===== config.mk =====
export PLATFORM = sky130hd
export DESIGN_NAME = idex_pipe_reg
export DESIGN_NICKNAME = d
export VERILOG_FILES = /design/src/rtl/idex_pipe_reg_pkg.sv /design/src/rtl/idex_pipe_reg_sat_counter.sv /design/src/rtl/idex_pipe_reg.sv
export SDC_FILE = /design/constraint.sdc
export NUM_CORES = 1
export LEC_CHECK = 0
export BUFFER_PORTS_ARGS = -buffer_cell sky130_fd_sc_hd__buf_2
export CORE_AREA = 2 2 150 152
export DETAILED_ROUTE_END_ITERATION = 8
export DIE_AREA = 0 0 152 154
export GPL_TIMING_DRIVEN = 0
export SLEW_MARGIN = 20
export SYNTH_ARGS = -nofsm -noshare
export SYNTH_HDL_FRONTEND = slang
export SYNTH_HIERARCHICAL = 1
export SYNTH_SLANG_ARGS = --single-unit

===== constraint.sdc =====
create_clock -name clk -period 2.9 [get_ports clk]
set_input_delay 0.58 -clock clk [delete_from_list [all_inputs] [get_ports clk]]
set_output_delay 0.58 -clock clk [all_outputs]
set_load 0.005 [all_outputs]

===== src/rtl/idex_pipe_reg_pkg.sv =====
// idex_pipe_reg_pkg: shared RV32 pipeline constants and the ID/EX control bundle
package idex_pipe_reg_pkg;
  localparam int DEF_XLEN = 32;
  localparam int REG_W = 5;
  localparam logic [1:0] ALUOP_ITYPE = 2'b11;
  localparam logic STALL_BUBBLE = 1'b0;
  typedef struct packed {
    logic [2:0] funct3;
    logic       funct7b5;
    logic [1:0] alu_op;
    logic       alu_src;
    logic       mem_read;
    logic       mem_write;
    logic       reg_write;
    logic       mem_to_reg;
    logic       branch;
  } ctrl_t;
endpackage


===== src/rtl/idex_pipe_reg_sat_counter.sv =====
// sat_counter: sync-reset up counter that holds at all-ones (clk, rst, inc -> count)
module sat_counter #(
  parameter int CNT_W = 16
) (
  input  logic             clk,
  input  logic             rst,
  input  logic             inc,
  output logic [CNT_W-1:0] count
);
  logic [CNT_W-1:0] count_d, count_q;
  always_comb count_d = (inc && !(&count_q)) ? count_q + 1'b1 : count_q;
  always_ff @(posedge clk) count_q <= rst ? '0 : count_d;
  assign count = count_q;
endmodule


===== src/rtl/idex_pipe_reg.sv =====
// idex_pipe_reg: ID/EX register with bubble/flush zeroing, WB bypass and saturating bubble/flush counters
module idex_pipe_reg
  import idex_pipe_reg_pkg::*;
#(
  parameter int XLEN  = DEF_XLEN,
  parameter int CNT_W = 16
) (
  input  logic             clk,
  input  logic             rst,
  input  logic             stall,
  input  logic             flush,
  input  logic             id_valid,
  input  logic [XLEN-1:0]  id_pc,
  input  logic [XLEN-1:0]  id_rs1_data,
  input  logic [XLEN-1:0]  id_rs2_data,
  input  logic [XLEN-1:0]  id_imm,
  input  logic [REG_W-1:0] id_rs1,
  input  logic [REG_W-1:0] id_rs2,
  input  logic [REG_W-1:0] id_rd,
  input  logic [2:0]       id_funct3,
  input  logic             id_funct7b5,
  input  logic [1:0]       id_ALUOp,
  input  logic             id_ALUSrc,
  input  logic             id_MemRead,
  input  logic             id_MemWrite,
  input  logic             id_RegWrite,
  input  logic             id_MemtoReg,
  input  logic             id_Branch,
  input  logic             wb_RegWrite,
  input  logic [REG_W-1:0] wb_rd,
  input  logic [XLEN-1:0]  wb_data,
  output logic             idex_valid,
  output logic [XLEN-1:0]  idex_pc,
  output logic [XLEN-1:0]  idex_rs1_data,
  output logic [XLEN-1:0]  idex_rs2_data,
  output logic [XLEN-1:0]  idex_imm,
  output logic [REG_W-1:0] idex_rs1,
  output logic [REG_W-1:0] idex_rs2,
  output logic [REG_W-1:0] idex_rd,
  output logic [2:0]       idex_funct3,
  output logic             idex_funct7b5,
  output logic [1:0]       idex_ALUOp,
  output logic             idex_ALUSrc,
  output logic             idex_MemRead,
  output logic             idex_MemWrite,
  output logic             idex_RegWrite,
  output logic             idex_MemtoReg,
  output logic             idex_Branch,
  output logic [CNT_W-1:0] bubble_cnt,
  output logic [CNT_W-1:0] flush_cnt
);
  logic             valid_d, valid_q;
  logic [XLEN-1:0]  pc_d, pc_q, rs1_data_d, rs1_data_q, rs2_data_d, rs2_data_q, imm_d, imm_q;
  logic [REG_W-1:0] rs1_d, rs1_q, rs2_d, rs2_q, rd_d, rd_q;
  ctrl_t            ctrl_d, ctrl_q, ctrl_in;
  logic             bubble, zero, byp1, byp2;
  always_comb begin
    bubble     = !flush && stall == STALL_BUBBLE;
    zero       = flush || bubble;
    byp1       = wb_RegWrite && wb_rd != '0 && wb_rd == id_rs1;
    byp2       = wb_RegWrite && wb_rd != '0 && wb_rd == id_rs2;
    ctrl_in    = '{funct3: id_funct3, funct7b5: id_funct7b5, alu_op: id_ALUOp, alu_src: id_ALUSrc,
                   mem_read: id_MemRead, mem_write: id_MemWrite, reg_write: id_RegWrite,
                   mem_to_reg: id_MemtoReg, branch: id_Branch};
    valid_d    = zero ? 1'b0 : id_valid;
    pc_d       = zero ? '0 : id_pc;
    rs1_data_d = zero ? '0 : byp1 ? wb_data : id_rs1_data;
    rs2_data_d = zero ? '0 : byp2 ? wb_data : id_rs2_data;
    imm_d      = zero ? '0 : id_imm;
    rs1_d      = zero ? '0 : id_rs1;
    rs2_d      = zero ? '0 : id_rs2;
    rd_d       = zero ? '0 : id_rd;
    ctrl_d     = zero ? '0 : ctrl_in;
  end
  always_ff @(posedge clk) begin
    if (rst) begin
      valid_q    <= 1'b0;
      pc_q       <= '0;
      rs1_data_q <= '0;
      rs2_data_q <= '0;
      imm_q      <= '0;
      rs1_q      <= '0;
      rs2_q      <= '0;
      rd_q       <= '0;
      ctrl_q     <= '0;
    end else begin
      valid_q    <= valid_d;
      pc_q       <= pc_d;
      rs1_data_q <= rs1_data_d;
      rs2_data_q <= rs2_data_d;
      imm_q      <= imm_d;
      rs1_q      <= rs1_d;
      rs2_q      <= rs2_d;
      rd_q       <= rd_d;
      ctrl_q     <= ctrl_d;
    end
  end
  sat_counter #(.CNT_W(CNT_W)) u_bubble_cnt (.clk(clk), .rst(rst), .inc(bubble), .count(bubble_cnt));
  sat_counter #(.CNT_W(CNT_W)) u_flush_cnt  (.clk(clk), .rst(rst), .inc(flush),  .count(flush_cnt));
  assign idex_valid    = valid_q;
  assign idex_pc       = pc_q;
  assign idex_rs1_data = rs1_data_q;
  assign idex_rs2_data = rs2_data_q;
  assign idex_imm      = imm_q;
  assign idex_rs1      = rs1_q;
  assign idex_rs2      = rs2_q;
  assign idex_rd       = rd_q;
  assign idex_funct3   = ctrl_q.funct3;
  assign idex_funct7b5 = ctrl_q.funct7b5;
  assign idex_ALUOp    = ctrl_q.alu_op;
  assign idex_ALUSrc   = ctrl_q.alu_src;
  assign idex_MemRead  = ctrl_q.mem_read;
  assign idex_MemWrite = ctrl_q.mem_write;
  assign idex_RegWrite = ctrl_q.reg_write;
  assign idex_MemtoReg = ctrl_q.mem_to_reg;
  assign idex_Branch   = ctrl_q.branch;
endmodule


## After elaboration in Yosys (flattened, before gate mapping)

Index checks and enable logic that the tools add are counted.

| word-level totals | value |
|---|---|
| register bits | 188 |
| bits of input ports | 198 |
| output and inout port bits | 188 |
| word-level logic and storage cells | 40 |

| operators by class | value |
|---|---|
| muxes and demuxes | 2 |
| reductions and logical operators | 14 |
| eq/ne operators | 2 |
| $add $sub $neg | 2 |
| bitwise gates (word level) | 1 |

Operators with widths:

| kind | count |
|---|---|
| $mux 32 | 2 |
| $add 16x1->16 const B | 2 |
| $reduce_and 16->1 | 2 |
| $eq 5x5->1 | 2 |
| $logic_and 1x1->1 | 6 |
| $reduce_bool 5->1 | 1 |
| $logic_not 1->1 | 3 |
| $reduce_or 2->1 | 1 |
| $logic_or 1x1->1 | 1 |
| $not 1->1 | 1 |

## Depth between registers and ports, before layout

| depth | value |
|---|---|
| depth after elaboration | 4 |
| depth in mapped cells | 6 |
| gate-level depth less buffers | 5 |

## Hierarchy

The synthesis kept the hierarchy.

By module, submodules not included:

| module | cells an instance | sequential area each (µm²) | area each (µm²) | instances |
|---|---|---|---|---|
| idex_pipe_reg | 453 | 3123.0 | 5023.6 | 1 |
| sat_counter | 96 | 320.3 | 833.3 | 2 |

## Least setup slack after synthesis

Ideal clock, no wire load.

| timing path | value |
|---|---|
| kind | input-to-reg |
| start point | input port stall |
| end point | register u_bubble_cnt.count_q[15] (netlist: u_bubble_cnt/count[15]) |
| arrival | 1.964 ns |
| cell stages on the path | 6 |
| setup slack | 0.815 ns |
| data required time | 2.779 ns |
| library setup time | 0.121 ns |
| buffers on the path | 1 |
| cell sequence | nor2_1 -> nand2_1 -> or3_1 -> clkbuf_2 -> nor4_1 -> mux2_2 |

| between the ends | value |
|---|---|
| word-level cells in the longest chain between the ends | 3 |

Ends and longest elaborated chain:

| item | line | text |
|---|---|---|
| start: declaration | idex_pipe_reg.sv:10 | `input logic stall,` |
| $not 1->1 | idex_pipe_reg.sv:58 | `bubble = !flush && stall == STALL_BUBBLE;` |
| $logic_and 1x1->1 | idex_pipe_reg.sv:58 |  |
| $logic_and 1x1->1 | idex_pipe_reg_sat_counter.sv:11 | `always_comb count_d = (inc && !(&count_q)) ? count_q + 1'b1 : count_q;` |
| end signal: assignment | idex_pipe_reg_sat_counter.sv:12 | `always_ff @(posedge clk) count_q <= rst ? '0 : count_d;` |
| end: declaration | idex_pipe_reg_sat_counter.sv:10 | `logic [CNT_W-1:0] count_d, count_q;` |

Every way passes these cells.
A chain may end at the register's enable or synchronous reset.

## Final worst setup path

| timing path | value |
|---|---|
| start point | input port flush |
| end point | register rs2_data_q[27] (netlist: idex_rs2_data[27]) |

| between the ends | value |
|---|---|
| word-level cells in the longest chain between the ends | 4 |

Ends and longest elaborated chain:

| item | line | text |
|---|---|---|
| start: declaration | idex_pipe_reg.sv:11 | `input logic flush,` |
| $logic_not 1->1 | idex_pipe_reg.sv:58 |  |
| $logic_and 1x1->1 | idex_pipe_reg.sv:58 |  |
| $logic_or 1x1->1 (*) | idex_pipe_reg.sv:59 | `zero = flush \|\| bubble;` |
| $reduce_or 2->1 (no line) (*) | - |  |
| end signal: assignment | idex_pipe_reg.sv:90 | `rs2_data_q <= rs2_data_d;` |
| end: declaration | idex_pipe_reg.sv:53 | `logic [XLEN-1:0] pc_d, pc_q, rs1_data_d, rs1_data_q, rs2_data_d, rs2_data_q, imm_d, imm_q;` |

Mark *: on every way between the ends. The rest lies on a longest branch, timed or not.

==> results.py <==
metrics = {
    "clock_network": {
        "clk_latency_ps": 440,
        "postCtsHoldBufs": 0,
        "cts_buffer_depth": 2,
        "post-cts-setup-buffers": 0,
        "numCtsBuffers": 17,
        "cts.clk_slew.worst_paths_ps": 80,
        "cts_htree_levels": 4,
        "clock-sinks": 188,
        "cts-root-buf": "clkbuf_16",
        "cts_tree": "done",
    },
    "floorplan": {
        "ios": 386,
        "core_um2": 21700,
        "die_area_um2": 23400,
        "initial_core_util_pct": 30.8,
        "die-height_um": 154,
        "fp.dieW_um": 152,
        "rows": 54,
    },
    "worst_setup_path": {
        "worstSetupPathType": "in2reg",
        "cp.arrival_ps": 2790,
        "critPathMaxFanout": 10,
        "cp-end-kind": "register",
        "reg2reg_depth": 5,
        "start_kind": "input pin",
        "critPathLaunch": "flush",
        "r2r-start": "u_flush_cnt/count[1]",
        "critPathRequiredTime_ps": 3260,
    },
    "global_routing": {
        "grt_usage_pct": 18.6,
        "antenna_found_initial": 3,
        "met3_usage_pct": 6.57,
        "busiest_layer": "met2",
        "use_met2_pct": 33.6,
        "grt_pass1_vias": 5957,
        "grt_pass1_wl_mm": 33.6,
        "grt_max_degree": 19,
        "overflow": 0,
        "grt_util_met1_pct": 20.7,
    },
    "detailed_routing": {
        "drc": 0,
        "wl_per_cell_um": 16.5,
        "num_vias": 5972,
        "drt-initial-drc-count": 193,
        "totalWireLength_mm": 22.2,
        "viasPerCell": 4.44,
        "antenna_left": 0,
        "first_pass_iters": 4,
    },
    "synth": {
        "syn_avg_cell_area_um2": 10.4,
        "ys_types": 44,
        "synth_nets": 845,
        "synthFlopType": "dfxtp_1",
        "synth_most_common_cell": "dfxtp_1",
        "synth.top_cell.area_share_pct": 56.3,
        "yosysWarnings": 6,
        "yosysSeqAreaShare_pct": 56.3,
        "syn_inst": 645,
        "ys_ff_latch": 188,
        "synthTopCellsByCount": "dfxtp_1 (188), nand2_1 (112), and2_1 (92)",
        "syn-cell-area_um2": 6690,
        "synth_edf_count": 0,
        "yosys.area.top_type": "dfxtp_1",
        "synthArstFlopShare_pct": 0,
        "synthTopCellsByArea": "dfxtp_1 (56%), mux2i_1 (10%), and2_1 (8.6%), nand2_1 (6.3%), xnor2_1 (1.3%)",
    },
    "power": {
        "ir_drop_mv": 0.354,
        "power.total_w": 0.00547,
        "pwr-share-comb_pct": 7.0,
        "power_frac_seq_pct": 48.7,
        "switching_share_pct": 24.1,
        "p_int_w": 0.00415,
        "power_density_nw_per_um2": 570,
        "clock_power_share_pct": 44.3,
        "p_leak_nw": 4.74,
        "switching_power_w": 0.00132,
    },
    "placement": {
        "dp_hpwl_mm": 17.4,
        "routabilityCongestion": 0.816,
        "portBuffers": 385,
    },
    "flow_run": {
        "cap_viol_max_count": 0,
    },
    "sta": {
        "finalSetupViolCount": 0,
        "layout_min_cycle_time_ps": 2430,
        "hold_violations": 0,
        "slew_violations": 0,
        "rsz0062_at_grt": "false",
        "setup_tns_ps": 0,
        "slew_headroom_pct": 36.1,
        "worst_slew_pin_slew_ps": 950,
        "max_freq_mhz": 411,
        "fin_skew_ps": 16.8,
        "min_period_over_period_pct": 83.9,
    },
    "run_status": {
        "status": "finished, final reports clean",
    },
    "cells_and_area": {
        "num-nets-final": 1249,
        "fillers": 2158,
        "drive_above_1_share_pct": 41.7,
        "area_growth_pct": 43.3,
    },
    "hold_path": {
        "holdCritStartpoint": "id_imm[29]",
        "hold_path_class": "in2reg",
        "holdPathStages": 2,
    },
}
[metal layers]
metal,part of all wire (%),up-vias
li1,-,2976
met1,39,2719
met2,52,252
met3,7.3,21
met4,1.5,4
met5,0.12,-
[area by class of cell]
class | count | area (um^2) | area share (%)
well taps | 280 | 350 | 3.65
clock buffers | 18 | 429 | 4.48
multi-input cells | 420 | 2710 | 28.2
flip-flops and latches | 188 | 3760 | 39.3
clock inverters | 14 | 180 | 1.88
repair buffers | 385 | 1930 | 20.1
inverters | 4 | 15.0 | 0.157
plain buffers | 33 | 211 | 2.21
diodes | 2 | 5.00 | 0.0522
[cells in the final DEF (no fill, tap or decap), drive strengths merged, types with 5 or more instances in the layout]
cell / instances
clkinv: 5
or4: 8
nor4: 7
and2: 92
mux2i: 68
xnor2: 10
xor2: 6
o31ai: 8
nand3: 16
nor3: 6
nand2: 112
clkbuf: 39
nor2: 21
o21ai: 5
inv: 9
buf: 395
a21oi: 10
nand4: 10
and4: 6
dfxtp: 188
[state kept, by name (all words and copies together) (netlist names)]
register            flops
idex_imm               32
idex_pc                32
idex_rs1_data          32
idex_rs2_data          32
u_bubble_cnt/count     16
u_flush_cnt/count      16
idex_rd                 5
idex_rs1                5
idex_rs2                5
idex_funct3             3
idex_ALUOp              2
idex_ALUSrc             1
idex_Branch             1
idex_MemRead            1
idex_MemWrite           1
idex_MemtoReg           1
idex_RegWrite           1
idex_funct7b5           1
idex_valid              1
[path summary, 6_finish.rpt]
kind / to / slack, ps
worst max-delay path: idex_rs2_data[27] / 470
worst max register to register: u_flush_cnt/count[5] / 800
worst min-delay path: idex_imm[29] / 330
worst min register to register: u_bubble_cnt/count[11] / 530
[critical path: stages]
cell      delay [ps]
buf_2            170
nor3b_4          620
clkbuf_1         600
buf_1            540
nand2_1          130
mux2i_1          140
[logic make-up after synthesis]
| group | Yosys count | synth area share, % |
|---|---|---|
| adders and majority gates | 2 | 0.374 |
| AOI/OAI and AO/OA | 37 | 3.98 |
| buffers and inverters | 37 | 3.38 |
| and+or+nand+nor | 293 | 23.1 |
| xor gates and xnor gates | 16 | 2.09 |
| DFF | 188 | 56.3 |
| muxes | 72 | 10.8 |
[stage by stage]
step	setup slack, ps	hold WS, ps	instance area, um^2	util [%]	std cells
2_1_floorplan	815	498	6690	-	645
3_3_place_gp	-377	501	8970	41.3	1310
3_5_place_dp	-344	513	8970	41.3	1310
4_1_cts	104	323	9580	44.2	1342
5_1_grt	160	315	9580	44.2	1342
6_report	466	335	9590	44.2	1344
[power by group through the flow]
stage	registers [W]	clock network (W)	logic [W]
finish	0.00266	0.00242	0.000383
floorplan	0.00273	0	0.000129
CTS	0.00266	0.00248	0.000390
global placement	0.00272	0	0.000387
detailed placement	0.00272	0	0.000389
global route	0.00267	0.00259	0.000424
[what timing repair did]
action / 4_1_cts / 5_1_grt
resized for setup: 0 / 1
endpoints found under the setup margin: 0 / 16
endpoints found under the hold margin: 0 / 0
No activity file was read; power rests on OpenSTA's default activity.
